--- config.mk ---
export PLATFORM = sky130hd
export DESIGN_NAME = line_mem_arbiter_flat
export DESIGN_NICKNAME = d
export VERILOG_FILES = /design/src/rtl/line_mem_arbiter_pkg.sv /design/src/rtl/line_mem_arbiter_if.sv /design/src/rtl/line_mem_arbiter_rr_arb2.sv /design/src/rtl/line_mem_arbiter.sv /design/src/flat_wrapper.sv
export SDC_FILE = /design/constraint.sdc
export NUM_CORES = 1
export LEC_CHECK = 0
export BUFFER_PORTS_ARGS = -buffer_cell sky130_fd_sc_hd__buf_2
export CAP_MARGIN = 30
export CORE_AREA = 5 5 526 528
export CTS_CLUSTER_SIZE = 8
export DETAILED_ROUTE_END_ITERATION = 8
export DIE_AREA = 0 0 531 533
export GPL_TIMING_DRIVEN = 1
export HOLD_SLACK_MARGIN = 0.06
export SYNTH_ARGS = -nofsm -noshare
export SYNTH_HDL_FRONTEND = slang
export SYNTH_HIERARCHICAL = 1
export SYNTH_SLANG_ARGS = --single-unit
--- constraint.sdc ---
create_clock -name clk -period 3.9 [get_ports clk]
set_input_delay 0.78 -clock clk [delete_from_list [all_inputs] [get_ports clk]]
set_output_delay 0.78 -clock clk [all_outputs]
set_load 0.1 [all_outputs]
--- src/rtl/line_mem_arbiter_pkg.sv ---
// rtl/line_mem_arbiter_pkg.sv - shared widths, FSM states and requester ids
package line_mem_pkg;

  localparam int LM_ADDR_W = 12;
  localparam int LM_LINE_W = 256;

  typedef enum logic [1:0] {
    ST_IDLE,
    ST_WB,
    ST_FETCH,
    ST_DONE
  } state_t;

  localparam logic REQ_I = 1'b0;
  localparam logic REQ_D = 1'b1;

endpackage

--- src/rtl/line_mem_arbiter_if.sv ---
// rtl/line_mem_arbiter_if.sv - line-wide backing memory port
interface line_mem_arbiter_if
  import line_mem_pkg::*;
#(
  parameter int ADDR_W = LM_ADDR_W,
  parameter int LINE_W = LM_LINE_W
) ();

  logic              mem_en;
  logic              mem_we;
  logic [ADDR_W-1:0] mem_addr;
  logic [LINE_W-1:0] mem_wdata;
  logic [LINE_W-1:0] mem_rdata;
  logic              mem_ready;

  modport master (
    output mem_en,
    output mem_we,
    output mem_addr,
    output mem_wdata,
    input  mem_rdata,
    input  mem_ready
  );

  modport slave (
    input  mem_en,
    input  mem_we,
    input  mem_addr,
    input  mem_wdata,
    output mem_rdata,
    output mem_ready
  );

endinterface

--- src/rtl/line_mem_arbiter_rr_arb2.sv ---
// rtl/line_mem_arbiter_rr_arb2.sv - combinational two-way round-robin picker
module rr_arb2
  import line_mem_pkg::*;
(
  input  logic [1:0] req,
  input  logic       last_grant,
  output logic       grant,
  output logic       any
);

  always_comb begin
    any   = |req;
    grant = REQ_I;
    // On contention the requester that did not win last time goes next.
    if (req == 2'b11) begin
      grant = ~last_grant;
    end else if (req[1]) begin
      grant = REQ_D;
    end
  end

endmodule

--- src/rtl/line_mem_arbiter.sv ---
// rtl/line_mem_arbiter.sv - shares one line memory port between I- and D-cache misses
module line_mem_arbiter
  import line_mem_pkg::*;
#(
  parameter int ADDR_W = LM_ADDR_W,
  parameter int LINE_W = LM_LINE_W
) (
  input  logic              clk,
  input  logic              rst,
  input  logic              r0_req,
  input  logic              r0_wb,
  input  logic [ADDR_W-1:0] r0_wb_addr,
  input  logic [LINE_W-1:0] r0_wb_data,
  input  logic [ADDR_W-1:0] r0_fetch_addr,
  output logic              r0_done,
  input  logic              r1_req,
  input  logic              r1_wb,
  input  logic [ADDR_W-1:0] r1_wb_addr,
  input  logic [LINE_W-1:0] r1_wb_data,
  input  logic [ADDR_W-1:0] r1_fetch_addr,
  output logic              r1_done,
  output logic [LINE_W-1:0] line_data,
  output logic              busy,
  line_mem_arbiter_if.master mem
);

  state_t            state_q, state_d;
  logic              grant_q, grant_d;
  logic              last_grant_q, last_grant_d;
  logic [ADDR_W-1:0] fetch_addr_q, fetch_addr_d;
  logic              mem_en_q, mem_en_d;
  logic              mem_we_q, mem_we_d;
  logic [ADDR_W-1:0] mem_addr_q, mem_addr_d;
  logic [LINE_W-1:0] mem_wdata_q, mem_wdata_d;
  logic [LINE_W-1:0] line_data_q, line_data_d;
  logic              r0_done_q, r0_done_d;
  logic              r1_done_q, r1_done_d;
  logic              busy_q, busy_d;

  logic              arb_grant;
  logic              arb_any;
  logic              sel_wb;
  logic [ADDR_W-1:0] sel_wb_addr;
  logic [LINE_W-1:0] sel_wb_data;
  logic [ADDR_W-1:0] sel_fetch_addr;

  rr_arb2 u_rr_arb2 (
    .req        ({r1_req, r0_req}),
    .last_grant (last_grant_q),
    .grant      (arb_grant),
    .any        (arb_any)
  );

  always_comb begin
    sel_wb         = (arb_grant == REQ_D) ? r1_wb         : r0_wb;
    sel_wb_addr    = (arb_grant == REQ_D) ? r1_wb_addr    : r0_wb_addr;
    sel_wb_data    = (arb_grant == REQ_D) ? r1_wb_data    : r0_wb_data;
    sel_fetch_addr = (arb_grant == REQ_D) ? r1_fetch_addr : r0_fetch_addr;
  end

  always_comb begin
    state_d      = state_q;
    grant_d      = grant_q;
    last_grant_d = last_grant_q;
    fetch_addr_d = fetch_addr_q;
    mem_en_d     = mem_en_q;
    mem_we_d     = mem_we_q;
    mem_addr_d   = mem_addr_q;
    mem_wdata_d  = mem_wdata_q;
    line_data_d  = line_data_q;
    r0_done_d    = 1'b0;
    r1_done_d    = 1'b0;

    case (state_q)
      ST_IDLE: begin
        // The victim address/data live in mem_addr/mem_wdata from here on,
        // so later changes on the request inputs cannot disturb the access.
        if (arb_any) begin
          grant_d      = arb_grant;
          fetch_addr_d = sel_fetch_addr;
          mem_en_d     = 1'b1;
          mem_we_d     = sel_wb;
          mem_addr_d   = sel_wb ? sel_wb_addr : sel_fetch_addr;
          mem_wdata_d  = sel_wb ? sel_wb_data : mem_wdata_q;
          state_d      = sel_wb ? ST_WB : ST_FETCH;
        end
      end
      ST_WB: begin
        if (mem.mem_ready) begin
          mem_we_d   = 1'b0;
          mem_addr_d = fetch_addr_q;
          state_d    = ST_FETCH;
        end
      end
      ST_FETCH: begin
        if (mem.mem_ready) begin
          line_data_d = mem.mem_rdata;
          mem_en_d    = 1'b0;
          r0_done_d   = (grant_q == REQ_I);
          r1_done_d   = (grant_q == REQ_D);
          state_d     = ST_DONE;
        end
      end
      ST_DONE: begin
        last_grant_d = grant_q;
        state_d      = ST_IDLE;
      end
      default: begin
        state_d = ST_IDLE;
      end
    endcase

    busy_d = (state_d != ST_IDLE);
  end

  always_ff @(posedge clk) begin
    if (rst) begin
      state_q      <= ST_IDLE;
      grant_q      <= REQ_I;
      last_grant_q <= REQ_D;
      fetch_addr_q <= '0;
      mem_en_q     <= 1'b0;
      mem_we_q     <= 1'b0;
      mem_addr_q   <= '0;
      mem_wdata_q  <= '0;
      line_data_q  <= '0;
      r0_done_q    <= 1'b0;
      r1_done_q    <= 1'b0;
      busy_q       <= 1'b0;
    end else begin
      state_q      <= state_d;
      grant_q      <= grant_d;
      last_grant_q <= last_grant_d;
      fetch_addr_q <= fetch_addr_d;
      mem_en_q     <= mem_en_d;
      mem_we_q     <= mem_we_d;
      mem_addr_q   <= mem_addr_d;
      mem_wdata_q  <= mem_wdata_d;
      line_data_q  <= line_data_d;
      r0_done_q    <= r0_done_d;
      r1_done_q    <= r1_done_d;
      busy_q       <= busy_d;
    end
  end

  assign mem.mem_en    = mem_en_q;
  assign mem.mem_we    = mem_we_q;
  assign mem.mem_addr  = mem_addr_q;
  assign mem.mem_wdata = mem_wdata_q;
  assign line_data     = line_data_q;
  assign r0_done       = r0_done_q;
  assign r1_done       = r1_done_q;
  assign busy          = busy_q;

endmodule

--- src/flat_wrapper.sv ---
// flat-port wrapper written by rule: the top's interface ports become plain ports
module line_mem_arbiter_flat import line_mem_pkg::*;
#(
  parameter int ADDR_W = LM_ADDR_W,
  parameter int LINE_W = LM_LINE_W
)
  (clk, rst, r0_req, r0_wb, r0_wb_addr, r0_wb_data, r0_fetch_addr, r0_done, r1_req, r1_wb, r1_wb_addr, r1_wb_data, r1_fetch_addr, r1_done, line_data, busy, mem_mem_en, mem_mem_we, mem_mem_addr, mem_mem_wdata, mem_mem_rdata, mem_mem_ready);
  line_mem_arbiter_if #(.ADDR_W(ADDR_W), .LINE_W(LINE_W)) mem_i ();
  input  logic clk;
  input  logic rst;
  input  logic r0_req;
  input  logic r0_wb;
  input  logic [ADDR_W-1:0] r0_wb_addr;
  input  logic [LINE_W-1:0] r0_wb_data;
  input  logic [ADDR_W-1:0] r0_fetch_addr;
  output logic r0_done;
  input  logic r1_req;
  input  logic r1_wb;
  input  logic [ADDR_W-1:0] r1_wb_addr;
  input  logic [LINE_W-1:0] r1_wb_data;
  input  logic [ADDR_W-1:0] r1_fetch_addr;
  output logic r1_done;
  output logic [LINE_W-1:0] line_data;
  output logic busy;
  output wire logic [$bits(mem_i.mem_en)-1:0] mem_mem_en;
  output wire logic [$bits(mem_i.mem_we)-1:0] mem_mem_we;
  output wire logic [$bits(mem_i.mem_addr)-1:0] mem_mem_addr;
  output wire logic [$bits(mem_i.mem_wdata)-1:0] mem_mem_wdata;
  input wire logic [$bits(mem_i.mem_rdata)-1:0] mem_mem_rdata;
  input wire logic [$bits(mem_i.mem_ready)-1:0] mem_mem_ready;
  assign mem_mem_en = mem_i.mem_en;
  assign mem_mem_we = mem_i.mem_we;
  assign mem_mem_addr = mem_i.mem_addr;
  assign mem_mem_wdata = mem_i.mem_wdata;
  assign mem_i.mem_rdata = mem_mem_rdata;
  assign mem_i.mem_ready = mem_mem_ready;
  line_mem_arbiter #(.ADDR_W(ADDR_W), .LINE_W(LINE_W)) u_core (.clk(clk), .rst(rst), .r0_req(r0_req), .r0_wb(r0_wb), .r0_wb_addr(r0_wb_addr), .r0_wb_data(r0_wb_data), .r0_fetch_addr(r0_fetch_addr), .r0_done(r0_done), .r1_req(r1_req), .r1_wb(r1_wb), .r1_wb_addr(r1_wb_addr), .r1_wb_data(r1_wb_data), .r1_fetch_addr(r1_fetch_addr), .r1_done(r1_done), .line_data(line_data), .busy(busy), .mem(mem_i));
endmodule
Word level (Yosys, flattened, before mapping)
Cells that the tools add are included.
{"block": "word_totals", "regBits": 545, "in_bits": 823, "out_inout_bits": 529, "wordCells": 54}
{"block": "classes", "n_eq_ne": 7, "muxes": 20, "bitwise_logic": 4, "reduce_logical": 11}
{"cell": "$mux 256", "n": 1}
{"cell": "$mux 12", "n": 5}
{"cell": "$pmux 12 s2", "n": 1}
{"cell": "$reduce_and 3->1", "n": 3}
{"cell": "$mux 2", "n": 4}
{"cell": "$pmux 2 s4", "n": 1}
{"cell": "$eq 2x2->1 const B", "n": 3}
{"cell": "$mux 1", "n": 6}
{"cell": "$reduce_bool 2->1", "n": 3}
{"cell": "$ne 2x2->1 const B", "n": 2}
{"cell": "$not 1->1", "n": 4}
{"cell": "$pmux 1 s2", "n": 2}
{"cell": "$reduce_and 2->1", "n": 2}
{"cell": "$reduce_or 3->1", "n": 1}
{"cell": "$eq 2x1->1 const B", "n": 1}
{"cell": "$logic_not 2->1", "n": 1}
{"cell": "$ne 2x1->1 const B", "n": 1}
{"cell": "$reduce_or 2->1", "n": 1}

Logic depth before layout (Yosys ltp)
{"block": "logic_depth", "ltp_word": 7, "mapped_depth": 8, "mapped_depth_nobuf": 4}

By module
Netlist, hierarchy kept.
{"mod": "line_mem_arbiter", "instances": 1, "cells_each": 2467, "area_each_um2": 23299.8, "seq_area_each_um2": 10910.5}
{"mod": "rr_arb2", "instances": 1, "cells_each": 2, "area_each_um2": 13.8, "seq_area_each_um2": 0.0}

Worst setup path after synthesis
OpenSTA, ideal clock, no wires.
{"block": "synth_timing", "kind": "input-to-reg", "startpoint": "input r1_req", "endpoint": "register u_core.mem_wdata_q[205], in the netlist u_core/mem.mem_wdata[205]", "setup_ps": 81, "t_arrival_ps": 2195, "required_time_ps": 3819, "slack_ps": 1624, "stages": 8, "path_buffers": 4, "path_cell_list": "a21boi_1 mux2_4 buf_6 and2_1 buf_2 buf_6 buf_4 a211oi_2"}
{"block": "synth_via", "elab_chain_len": 4, "word_cells_on_any_way": 7, "classes_between": "eq/ne: 1; mux: 4; reduce/logical: 2"}
{"element": "from (decl)", "line": "flat_wrapper.sv:17", "rtl": "input logic r1_req;"}
{"element": "$eq 2x2->1 or $mux 1 (tied branches)", "line": "line_mem_arbiter_rr_arb2.sv:15, line_mem_arbiter_rr_arb2.sv:17"}
{"element": "$mux 1", "line": "line_mem_arbiter_rr_arb2.sv:15", "rtl": "if (req == 2'b11) begin"}
{"element": "$mux 1", "line": "line_mem_arbiter.sv:55", "rtl": "sel_wb = (arb_grant == REQ_D) ? r1_wb : r0_wb;"}
{"element": "$reduce_and 3->1 (no source line)"}
{"element": "to (signal assigned)", "line": "line_mem_arbiter.sv:138", "rtl": "mem_wdata_q <= mem_wdata_d;"}
{"element": "to (decl)", "line": "line_mem_arbiter.sv:34", "rtl": "logic [LINE_W-1:0] mem_wdata_q, mem_wdata_d;"}
Parallel ways exist; a longest one is shown, timed or not.
A chain may end at the register's enable or synchronous reset.

Worst setup path in the final report
{"block": "layout_timing", "startpoint": "register u_core.mem_wdata_q[215], in the netlist u_core/mem.mem_wdata[215]", "endpoint": "output mem_mem_wdata[215]"}
{"element": "to (decl)", "line": "flat_wrapper.sv:28", "rtl": "output wire logic [$bits(mem_i.mem_wdata)-1:0] mem_mem_wdata;"}
No word-level cell between the ends.

==> summary.md <==
| Metric | Value |
|---|---|
| Status | `finished, final reports clean` |
| Hold Vio Cnt, Final | `0` |
| Post-route ant nets | `0` |
| Port Buffers | `1351` |
| Worst hold path stage count | `3` |
| CTS sink count | `545` |
| Synth unique cells | `31` |
| Fmax | `0.388 GHz` |
| Die area | `283000 um2` |
| Critical Path Stages | `1` |
| Placer congestion estimate | `0.941` |
| Critical Path AT | `1.80 ns` |
| Setup TNS | `0 ns` |
| Peak supply drop | `0.302 mV` |
| Final core utilization | `13.6%` |
| Drt pass-1 iters | `6` |
| XOR/XNOR Fraction of Synth Area | `0%` |
| First-pass GRT wire length | `230000 um` |
| CTS Hold Bufs | `0` |
| Antenna violations before repair | `270` |
| Slew Limit Fails | `0` |
| Number of H-tree levels | `3` |
| Num CTS Buffers | `87` |
| Worst-path maximum fanout | `2` |
| Mapped cell area | `23300 um2` |
| Multi-input logic area | `11200 um2` |
| Initial Util | `8.57%` |
| Layout fillers | `31200` |
| Leakage | `14.9 nW` |
| P&R area growth vs syn | `58.2%` |
| Num rows | `192` |
| Routed WL per cell | `24.9 um` |
| HP Class | `primary input to register` |
| CTS tree | `yes` |
| Most used DFF post-synth | `dfxtp_1` |
| CP max-delay cell | `dfxtp_1` |
| Syn Inst Count | `2469` |
| CP bufs+invs | `1` |
| Register bit total from synthesis | `545` |
| Clock tree buffer depth | `4` |
| Number of synthesized flops with an enable pin | `0` |
| Compound-Gate Fraction of Synth Area | `25.8%` |
| GR Util met1 | `12.9%` |
| Total Routing Usage GR | `12.3%` |
| Overall routed net length | `185000 um` |
| Postcts setup bufs | `0` |
| Die height | `533 um` |
| # DRC | `0` |
| Rel. slew slack | `35.4%` |
| Finished Layout Cells | `7425` |
| Mux contribution to synthesized area | `12.8%` |
| Vias in the first global route | `23800` |
| Critical Path Max Stage Delay | `0.52 ns` |
| Cell Count Post-Placement | `7241` |
| Fin crit period | `2.58 ns` |
| Layout cells sized above 1 | `47.3%` |
| FFs w/ async S/R, synth | `0%` |
| Clk slew on worst S/H paths | `0.06 ns` |
| Largest family of logic cells by synthesized area | `compound AO/OA/AOI/OAI gates` |
| Die width | `531 um` |
| Crit path cell chain | `buf_2` |
| Grt met3 use | `7.04%` |
| Busiest metal layer after global routing | `met2` |
| Adder-Cell Fraction of Synth Area | `0%` |
| Core area | `272000 um2` |
| Clock tree root driver cell | `clkbuf_16` |
| Commonest non-fill, non-tap cell in the layout | `buf_2` |
| Num ports | `1352` |
| Tcrit/Tclk final | `66.1%` |
| Setup CP Type | `register to output pin` |
| Worst-margin pin slew | `0.943 ns` |
| Simple-gate portion of the synthesized area | `9.43%` |
| Total gr overflow | `0` |
| Vias/cell | `3.42` |
| Worst Path Required | `3.12 ns` |
| Syn avg cell area | `9.44 um2` |
| Cell family with most CP delay | `flip-flops` |
| Synth area leader | `dfxtp_1` |
| GR Util met2 | `19.5%` |
| Power Density | `561 nW/um2` |
| Register area | `10900 um2` |
| Ys Warns | `6` |
| Clock Latency Late Sink | `0.78 ns` |
| Largest cells by area after synthesis | `dfxtp_1 47%, a211oi_2 13%, mux2i_1 12%` |
| Most frequent cells in the layout | `1350 x buf_2, 545 x dfxtp_1, 516 x nand2_1, 514 x a21oi_1, 281 x mux2i_1` |
| Clock Skews | `0.0374 ns` |
| CP endpoint kind | `output pin` |
| Register area share after synthesis | `46.8%` |
| RSZ-0062 raised after global routing | `no` |
| Largest net degree at the start of global routing | `135` |
| Post-layout nets | `4564` |
| Reg2Reg Depth | `5` |
| Synthesized net count | `3292` |
| Max Cap Viol | `0` |
| Initial DRC count | `1872` |
| Final setup viols | `0` |
| Post-CTS Resized | `0` |
| Detail Placement HPWL | `158000 um` |
| Setup crit start kind | `register` |
| Yosys top cell area share | `46.8%` |
| Vias | `25400` |
cell families (layout without fill, tap and decap cells):
kind of cell / count (synthesis) / in the layout
AO/OA/AOI/OAI: 812 / 812
AND/OR/NAND/NOR: 567 / 567
flip-flops: 545 / 545
multiplexers: 295 / 295
buffers and inverters: 250 / 1542
other: 0 / 75
state kept, by name, summed over array words and instances, names as in the netlist:
| signal | cells |
|---|---|
| u_core/busy | 1 |
| u_core/fetch_addr_q | 12 |
| u_core/grant_q | 1 |
| u_core/last_grant_q | 1 |
| u_core/line_data | 256 |
| u_core/mem.mem_addr | 12 |
| u_core/mem.mem_en | 1 |
| u_core/mem.mem_wdata | 256 |
| u_core/mem.mem_we | 1 |
| u_core/r0_done | 1 |
| u_core/r1_done | 1 |
| u_core/state_q | 2 |
worst paths after layout:
check / startpoint / end / slack [ns]
setup / recovery: u_core/mem.mem_wdata[215] / mem_mem_wdata[215] / 1.32
hold / removal: mem_mem_rdata[122] / u_core/line_data[122] / 0.23
setup reg to reg: u_core/last_grant_q / u_core/mem.mem_wdata[253] / 1.44
hold reg to reg: u_core/line_data[83] / u_core/line_data[83] / 0.45
per-layer routing:
layer / wire length [um] / share of wire, %
met4: 10900 / 5.9
met5: 839 / 0.45
met3: 26000 / 14
met2: 82300 / 45
met1: 64800 / 35
synth_stat cells, types with 2 or more instances:
library cell  number
mux2_2             2
buf_4              6
dfxtp_1          545
mux2_1            11
o211ai_1          12
a21oi_1          514
nor2_1            16
nand2b_1          12
a211oi_2         240
nand2_1          516
buf_6             27
clkbuf_1         151
buf_2             43
nor3_1            14
a211oi_1          41
nand3_1            3
buf_1             19
inv_1              4
mux2i_1          281
where the power goes:
part / total, mW / internal (mW) / switching [mW]
sequential: 6.43 / 6.11 / 0.312
clock: 6.98 / 4.19 / 2.79
combinational: 7.27 / 1.50 / 5.77
total: 20.7 / 11.8 / 8.87
through the flow:
stage | hold WS, ns | instance area [um2] | setup slack (ns) | total power, mW
global placement | 0.439 | 34300 | 0.891 | 13.8
finish | 0.232 | 36900 | 1.32 | 20.7
detailed placement | 0.443 | 34300 | 0.882 | 13.8
global route | 0.184 | 36800 | 1.25 | 21.4
floorplan | 0.439 | 23300 | 1.62 | 12.0
CTS | 0.124 | 36700 | 1.20 | 21.0
layout make-up:
class | count | share of cell area, %
Antenna cell | 75 | 0.509
Clock buffer | 100 | 6.29
Clock inverter | 9 | 0.241
Inverter | 4 | 0.0407
Multi-Input combinational cell | 1674 | 30.4
Sequential cell | 545 | 29.6
Tap cell | 3589 | 12.2
Timing Repair Buffer | 1429 | 20.7
Power figures use the tool's default switching activity.
